## config.mk

```make
export PLATFORM = sky130hd
export DESIGN_NAME = apb_master
export DESIGN_NICKNAME = d
export VERILOG_FILES = /design/src/rtl/apb_master_pkg.sv /design/src/rtl/apb_watchdog.sv /design/src/rtl/apb_master.sv
export SDC_FILE = /design/constraint.sdc
export NUM_CORES = 1
export LEC_CHECK = 0
export BUFFER_PORTS_ARGS = -buffer_cell sky130_fd_sc_hd__buf_2
export CORE_AREA = 2 2 102 104
export CTS_BUF_LIST = sky130_fd_sc_hd__clkbuf_8
export CTS_CLUSTER_SIZE = 30
export DETAILED_ROUTE_END_ITERATION = 12
export DIE_AREA = 0 0 104 106
export PLACE_DENSITY = 0.87
export SYNTH_ARGS = -nofsm -noshare
export SYNTH_HDL_FRONTEND = slang
export SYNTH_SLANG_ARGS = --single-unit
export TNS_END_PERCENT = 5
```

## constraint.sdc

```tcl
create_clock -name clk -period 3.8 [get_ports clk]
set_input_delay 0.19 -clock clk [delete_from_list [all_inputs] [get_ports clk]]
set_output_delay 0.19 -clock clk [all_outputs]
set_load 0.02 [all_outputs]
```

## src/rtl/apb_master_pkg.sv

```systemverilog
// Shared types and default widths for the APB requester.
// Widths fall back to 32 bits when the platform macros are absent.
`ifndef APB_ADDR_WIDTH
`define APB_ADDR_WIDTH 32
`endif
`ifndef APB_DATA_WIDTH
`define APB_DATA_WIDTH 32
`endif

package apb_master_pkg;

  localparam int unsigned APB_ADDR_W = `APB_ADDR_WIDTH;
  localparam int unsigned APB_DATA_W = `APB_DATA_WIDTH;

  typedef enum logic [1:0] {
    IDLE   = 2'd0,
    SETUP  = 2'd1,
    ACCESS = 2'd2
  } state_e;

  // rdata is sized for the widest supported bus
  typedef struct packed {
    logic [APB_DATA_W-1:0] rdata;
    logic                  slverr;
    logic                  timeout;
  } rsp_t;

endpackage

```

## src/rtl/apb_watchdog.sv

```systemverilog
// Stall watchdog: clear/increment counter that fires on its last
// allowed cycle. TIMEOUT_CYCLES of 0 never fires.
module apb_watchdog #(
  parameter int unsigned TIMEOUT_CYCLES = 16
) (
  input  logic clk,
  input  logic rst,
  input  logic clr_i,
  input  logic inc_i,
  output logic fire_o
);

  localparam int unsigned CW =
    (TIMEOUT_CYCLES > 0) ? $clog2(TIMEOUT_CYCLES + 1) : 1;
  localparam logic [CW-1:0] LAST =
    CW'((TIMEOUT_CYCLES > 0) ? TIMEOUT_CYCLES - 1 : 0);
  localparam bit ENABLED = (TIMEOUT_CYCLES != 0);

  logic [CW-1:0] cnt_q;
  logic [CW-1:0] cnt_d;

  always_comb begin
    cnt_d  = cnt_q;
    fire_o = 1'b0;
    if (clr_i) begin
      cnt_d = '0;
    end else if (inc_i && ENABLED) begin
      if (cnt_q == LAST) begin
        fire_o = 1'b1;
      end else begin
        cnt_d = cnt_q + 1'b1;
      end
    end
  end

  always_ff @(posedge clk or posedge rst) begin
    if (rst) begin
      cnt_q <= '0;
    end else begin
      cnt_q <= cnt_d;
    end
  end

endmodule

```

## src/rtl/apb_master.sv

```systemverilog
// APB requester: one client command at a time through SETUP/ACCESS,
// returning a one-cycle response pulse; stalled slaves are aborted.
module apb_master
  import apb_master_pkg::*;
#(
  parameter int unsigned ADDR_WIDTH     = APB_ADDR_W,
  parameter int unsigned DATA_WIDTH     = APB_DATA_W,
  parameter int unsigned TIMEOUT_CYCLES = 16
) (
  input  logic                    clk,
  input  logic                    rst,
  input  logic                    cmd_valid,
  output logic                    cmd_ready,
  input  logic [ADDR_WIDTH-1:0]   cmd_addr,
  input  logic                    cmd_write,
  input  logic [DATA_WIDTH-1:0]   cmd_wdata,
  input  logic [DATA_WIDTH/8-1:0] cmd_strb,
  input  logic [2:0]              cmd_prot,
  output logic                    rsp_valid,
  output logic [DATA_WIDTH-1:0]   rsp_rdata,
  output logic                    rsp_slverr,
  output logic                    rsp_timeout,
  output logic [ADDR_WIDTH-1:0]   paddr,
  output logic                    psel,
  output logic                    penable,
  output logic                    pwrite,
  output logic [DATA_WIDTH-1:0]   pwdata,
  output logic [DATA_WIDTH/8-1:0] pstrb,
  output logic [2:0]              pprot,
  input  logic [DATA_WIDTH-1:0]   prdata,
  input  logic                    pready,
  input  logic                    pslverr
);

  state_e                  state_q, state_d;
  logic [ADDR_WIDTH-1:0]   paddr_q, paddr_d;
  logic                    pwrite_q, pwrite_d;
  logic [DATA_WIDTH-1:0]   pwdata_q, pwdata_d;
  logic [DATA_WIDTH/8-1:0] pstrb_q, pstrb_d;
  logic [2:0]              pprot_q, pprot_d;
  rsp_t                    rsp_q, rsp_d;
  logic                    rsp_valid_q, rsp_valid_d;

  logic wd_clr;
  logic wd_inc;
  logic wd_fire;

  apb_watchdog #(
    .TIMEOUT_CYCLES (TIMEOUT_CYCLES)
  ) u_wd (
    .clk    (clk),
    .rst    (rst),
    .clr_i  (wd_clr),
    .inc_i  (wd_inc),
    .fire_o (wd_fire)
  );

  always_comb begin
    state_d     = state_q;
    paddr_d     = paddr_q;
    pwrite_d    = pwrite_q;
    pwdata_d    = pwdata_q;
    pstrb_d     = pstrb_q;
    pprot_d     = pprot_q;
    rsp_d       = rsp_q;
    rsp_valid_d = 1'b0;
    wd_clr      = 1'b0;
    wd_inc      = 1'b0;
    unique case (state_q)
      IDLE: begin
        if (cmd_valid) begin
          paddr_d  = cmd_addr;
          pwrite_d = cmd_write;
          pwdata_d = cmd_wdata;
          pstrb_d  = cmd_write ? cmd_strb : '0;
          pprot_d  = cmd_prot;
          state_d  = SETUP;
        end
      end
      SETUP: begin
        wd_clr  = 1'b1;
        state_d = ACCESS;
      end
      ACCESS: begin
        // completion takes priority over a watchdog firing this cycle
        if (pready) begin
          rsp_valid_d   = 1'b1;
          rsp_d         = '0;
          if (!pwrite_q) begin
            rsp_d.rdata[DATA_WIDTH-1:0] = prdata;
          end
          rsp_d.slverr  = pslverr;
          state_d       = IDLE;
        end else begin
          wd_inc = 1'b1;
          if (wd_fire) begin
            rsp_valid_d   = 1'b1;
            rsp_d         = '0;
            rsp_d.timeout = 1'b1;
            state_d       = IDLE;
          end
        end
      end
      default: state_d = IDLE;
    endcase
  end

  always_ff @(posedge clk or posedge rst) begin
    if (rst) begin
      state_q     <= IDLE;
      paddr_q     <= '0;
      pwrite_q    <= 1'b0;
      pwdata_q    <= '0;
      pstrb_q     <= '0;
      pprot_q     <= '0;
      rsp_q       <= '0;
      rsp_valid_q <= 1'b0;
    end else begin
      state_q     <= state_d;
      paddr_q     <= paddr_d;
      pwrite_q    <= pwrite_d;
      pwdata_q    <= pwdata_d;
      pstrb_q     <= pstrb_d;
      pprot_q     <= pprot_d;
      rsp_q       <= rsp_d;
      rsp_valid_q <= rsp_valid_d;
    end
  end

  assign cmd_ready   = (state_q == IDLE);
  assign psel        = (state_q == SETUP) || (state_q == ACCESS);
  assign penable     = (state_q == ACCESS);
  assign paddr       = paddr_q;
  assign pwrite      = pwrite_q;
  assign pwdata      = pwdata_q;
  assign pstrb       = pstrb_q;
  assign pprot       = pprot_q;
  assign rsp_valid   = rsp_valid_q;
  assign rsp_rdata   = rsp_q.rdata[DATA_WIDTH-1:0];
  assign rsp_slverr  = rsp_q.slverr;
  assign rsp_timeout = rsp_q.timeout;

endmodule

```

==> impl_metrics.ini <==
[logic_synthesis]
synth.area.top_cells = dfrtp_1 61%, mux2_2 17%, nand4b_1 6.0%
synth.avg_cell_area_um2 = 13.3
synth-compound-area-share = 0.0499
netlist.top_cell.by_area = dfrtp_1
synthDistinctLibCells = 27
ys.warnings.count = 0
async_reset_ff_frac = 1.00
synth_edf_count = 0
ys_ff_latch = 114
synth-adder-area-share = 0.0188
ys_seq_area_frac = 0.612
synthMuxAreaShare = 0.175
syn_inst = 351
synth_top_family_by_area = multiplexers
synthSimpleGateAreaFrac = 0.0851
synth_nets = 467
synth_area_mm2 = 0.00466
synthFlopType = dfrtp_1
synth_xor_area_frac = 0.00376
synth.top_cell.area_share = 0.612

[global_routing]
grt-ovfl-total = 0
grt_first_pass_wirelength_um = 19900
grt_antenna_before_repair = 0
grt_pass1_vias = 4045
grt_use_total = 0.230
grt_max_degree = 77

[timing]
rsz0062_at_grt = false
maxSlewHeadroom = 0.376
post-route-period-util = 0.615
maxSlewViolCount = 0
worstMarginPinSlew_ps = 936
min_period_ps = 2340
hold_slack_ps = 32.1
setup_viol = 0
skew_ps = 6.81
timing.fmax_mhz = 428
fin_tns_setup_ps = 0
hold_violations = 0

[worst_setup_path]
r2r_end = rsp_rdata[31]
rrSetupSlack_ps = 1460
critPathArrivalTime_ps = 2580
required_ps = 4050
critical_path_class = flip-flop to flip-flop
path_buf_inv = 0
cp_max_fo = 34
max_stage_delay_ps = 760
startpoint_type = flip-flop
rr_startpoint = u_wd.cnt_q[0]
slowest_stage = o21a_1
endpoint_kind = flip-flop
worstSetupStartpoint = u_wd.cnt_q[0]
crit_family = compound AO/OA/AOI/OAI gates
crit_chain = ha_1 -> and3_1 -> ha_1 -> nor2b_2 -> o21a_1 -> o21ai_0
r2r_cells = 6
cp.depth = 6
worst_path_most_repeated_cell = ha_1

[cts]
htreeDepth = 4
cts.sinks = 114
path_clk_slew_ps = 70
cts_max_path_buffers = 2
clockRootBuffer = clkbuf_8
tritoncts = built
clkLatencyLatePin_ps = 420
cts_buffers = 17

[route]
drt_iter0_drc = 286
finalWirelength_um = 12500
drt-wirelength-per-cell_um = 15.9
dr_total_vias = 3865
dr.pass1.iters = 7
viasPerCell = 4.92
drcViolationCount = 0
ant_nets = 0

[hold_path]
worstHoldPathCells = 2
holdCritPathClass = input port to flip-flop
hp-start = cmd_wdata[13]
worstHoldEndpoint = pwdata[13]

[floorplan]
die_x_um = 104
rows = 37
start_util = 0.466
ios = 219
dieArea_mm2 = 0.0110
die_h_um = 106
core_area_mm2 = 0.0100

[flow_run]
maxCapViolCount = 0

[layout]
final_cells = 786
final_area_mm2 = 0.00694
area_growth_pct = 48.9
drive_above_1_share = 0.508
fin_nets = 753
diodes = 0

[placement]
place_congestion = 0.760
io_buffers = 218
placed_area_mm2 = 0.00584
dp_hpwl_um = 7710
dp.cells = 686

[power]
p_per_area_mw_per_mm2 = 821
ir_worst_vdd_v = 0.000560
leakagePower_nw = 3.43

[status]
status = completed
layout by cell type (no fill, tap or decap), types with 2 or more instances in the layout:
| cell | n |
|---|---|
| buf_2 | 218 |
| dfrtp_1 | 114 |
| mux2_2 | 69 |
| dlygate4sd3_1 | 68 |
| inv_1 | 38 |
| o21ai_0 | 37 |
| nand4b_1 | 32 |
| clkbuf_8 | 17 |
| nand2_1 | 8 |
| ha_1 | 7 |
| nor2_1 | 5 |
| clkinvlp_4 | 5 |
| clkinv_4 | 4 |
| bufinv_16 | 3 |
| buf_4 | 3 |
| mux2_4 | 2 |
| a21oi_1 | 2 |
| xnor2_1 | 2 |
| inv_6 | 2 |
Yosys cell counts, types with 2 or more instances:
cell / n
dfrtp_1: 114
mux2_2: 69
inv_1: 39
o21ai_0: 37
nand4b_1: 32
buf_2: 9
nand2_1: 9
clkbuf_1: 8
ha_1: 7
nor2_1: 5
buf_4: 3
a21oi_1: 2
mux2_4: 2
xnor2_1: 2
report_power, final:
group / switching, mW / internal (mW) / total, mW
combinational: 1.42 / 1.02 / 2.44
clock: 0.520 / 0.654 / 1.17
sequential: 0.332 / 1.76 / 2.09
total: 2.27 / 3.43 / 5.70
per-stage QoR:
step / utilization / worst slack, ps / power, mW
2_1_floorplan: - / 594 / 3.64
3_3_place_gp: 0.584 / 1690 / 4.34
3_5_place_dp: 0.584 / 1490 / 4.46
4_1_cts: 0.693 / 1480 / 5.70
5_1_grt: 0.694 / 1220 / 6.01
6_report: 0.694 / 1460 / 5.70
how the worst max path moves through the flow:
stage	to	slack, ps
final	rsp_rdata[31]	1460
after global routing	rsp_rdata[16]	1220
after CTS	rsp_rdata[31]	1480
after detailed placement	rsp_rdata[7]	1490
after global placement	rsp_rdata[8]	1690
after floorplan	paddr[0]	590
per-layer routing:
metal | share of wire | global-route usage
met4 | 0.023 | 0.0898
met2 | 0.55 | 0.422
met1 | 0.37 | 0.253
met5 | 0 | 0
met3 | 0.060 | 0.0632
final cells by class:
class / count / area (um2)
Fill cell: 686 / 3060
Tap cell: 136 / 170
Multi-Input combinational cell: 176 / 1560
Clock inverter: 15 / 185
Inverter: 39 / 149
Timing Repair Buffer: 289 / 1790
Clock buffer: 17 / 234
Sequential cell: 114 / 2850
cell families (layout without fill, tap and decap cells):
family	count (synthesis)	in the layout
buffers and inverters	61	360
AND/OR/NAND/NOR	53	53
multiplexers	72	72
adder cells (fa/ha/maj)	7	7
AO/OA/AOI/OAI	42	42
XOR/XNOR	2	2
flip-flops	114	114
flip-flops by register name, indices dropped and copies added, names as in the netlist:
signal and count:
pwrite 1, u_wd.cnt_q 5, pwdata 32, rsp_rdata 32, pprot 3, rsp_timeout 1, rsp_valid 1, rsp_slverr 1
pstrb 4, state_q 2, paddr 32
timing repair:
item,4_1_cts,5_1_grt
setup buffers,0,0
hold endpoints to repair,120,1
hold buffers,67,1
gates resized for setup,0,0
Power figures use the tool's default switching activity.
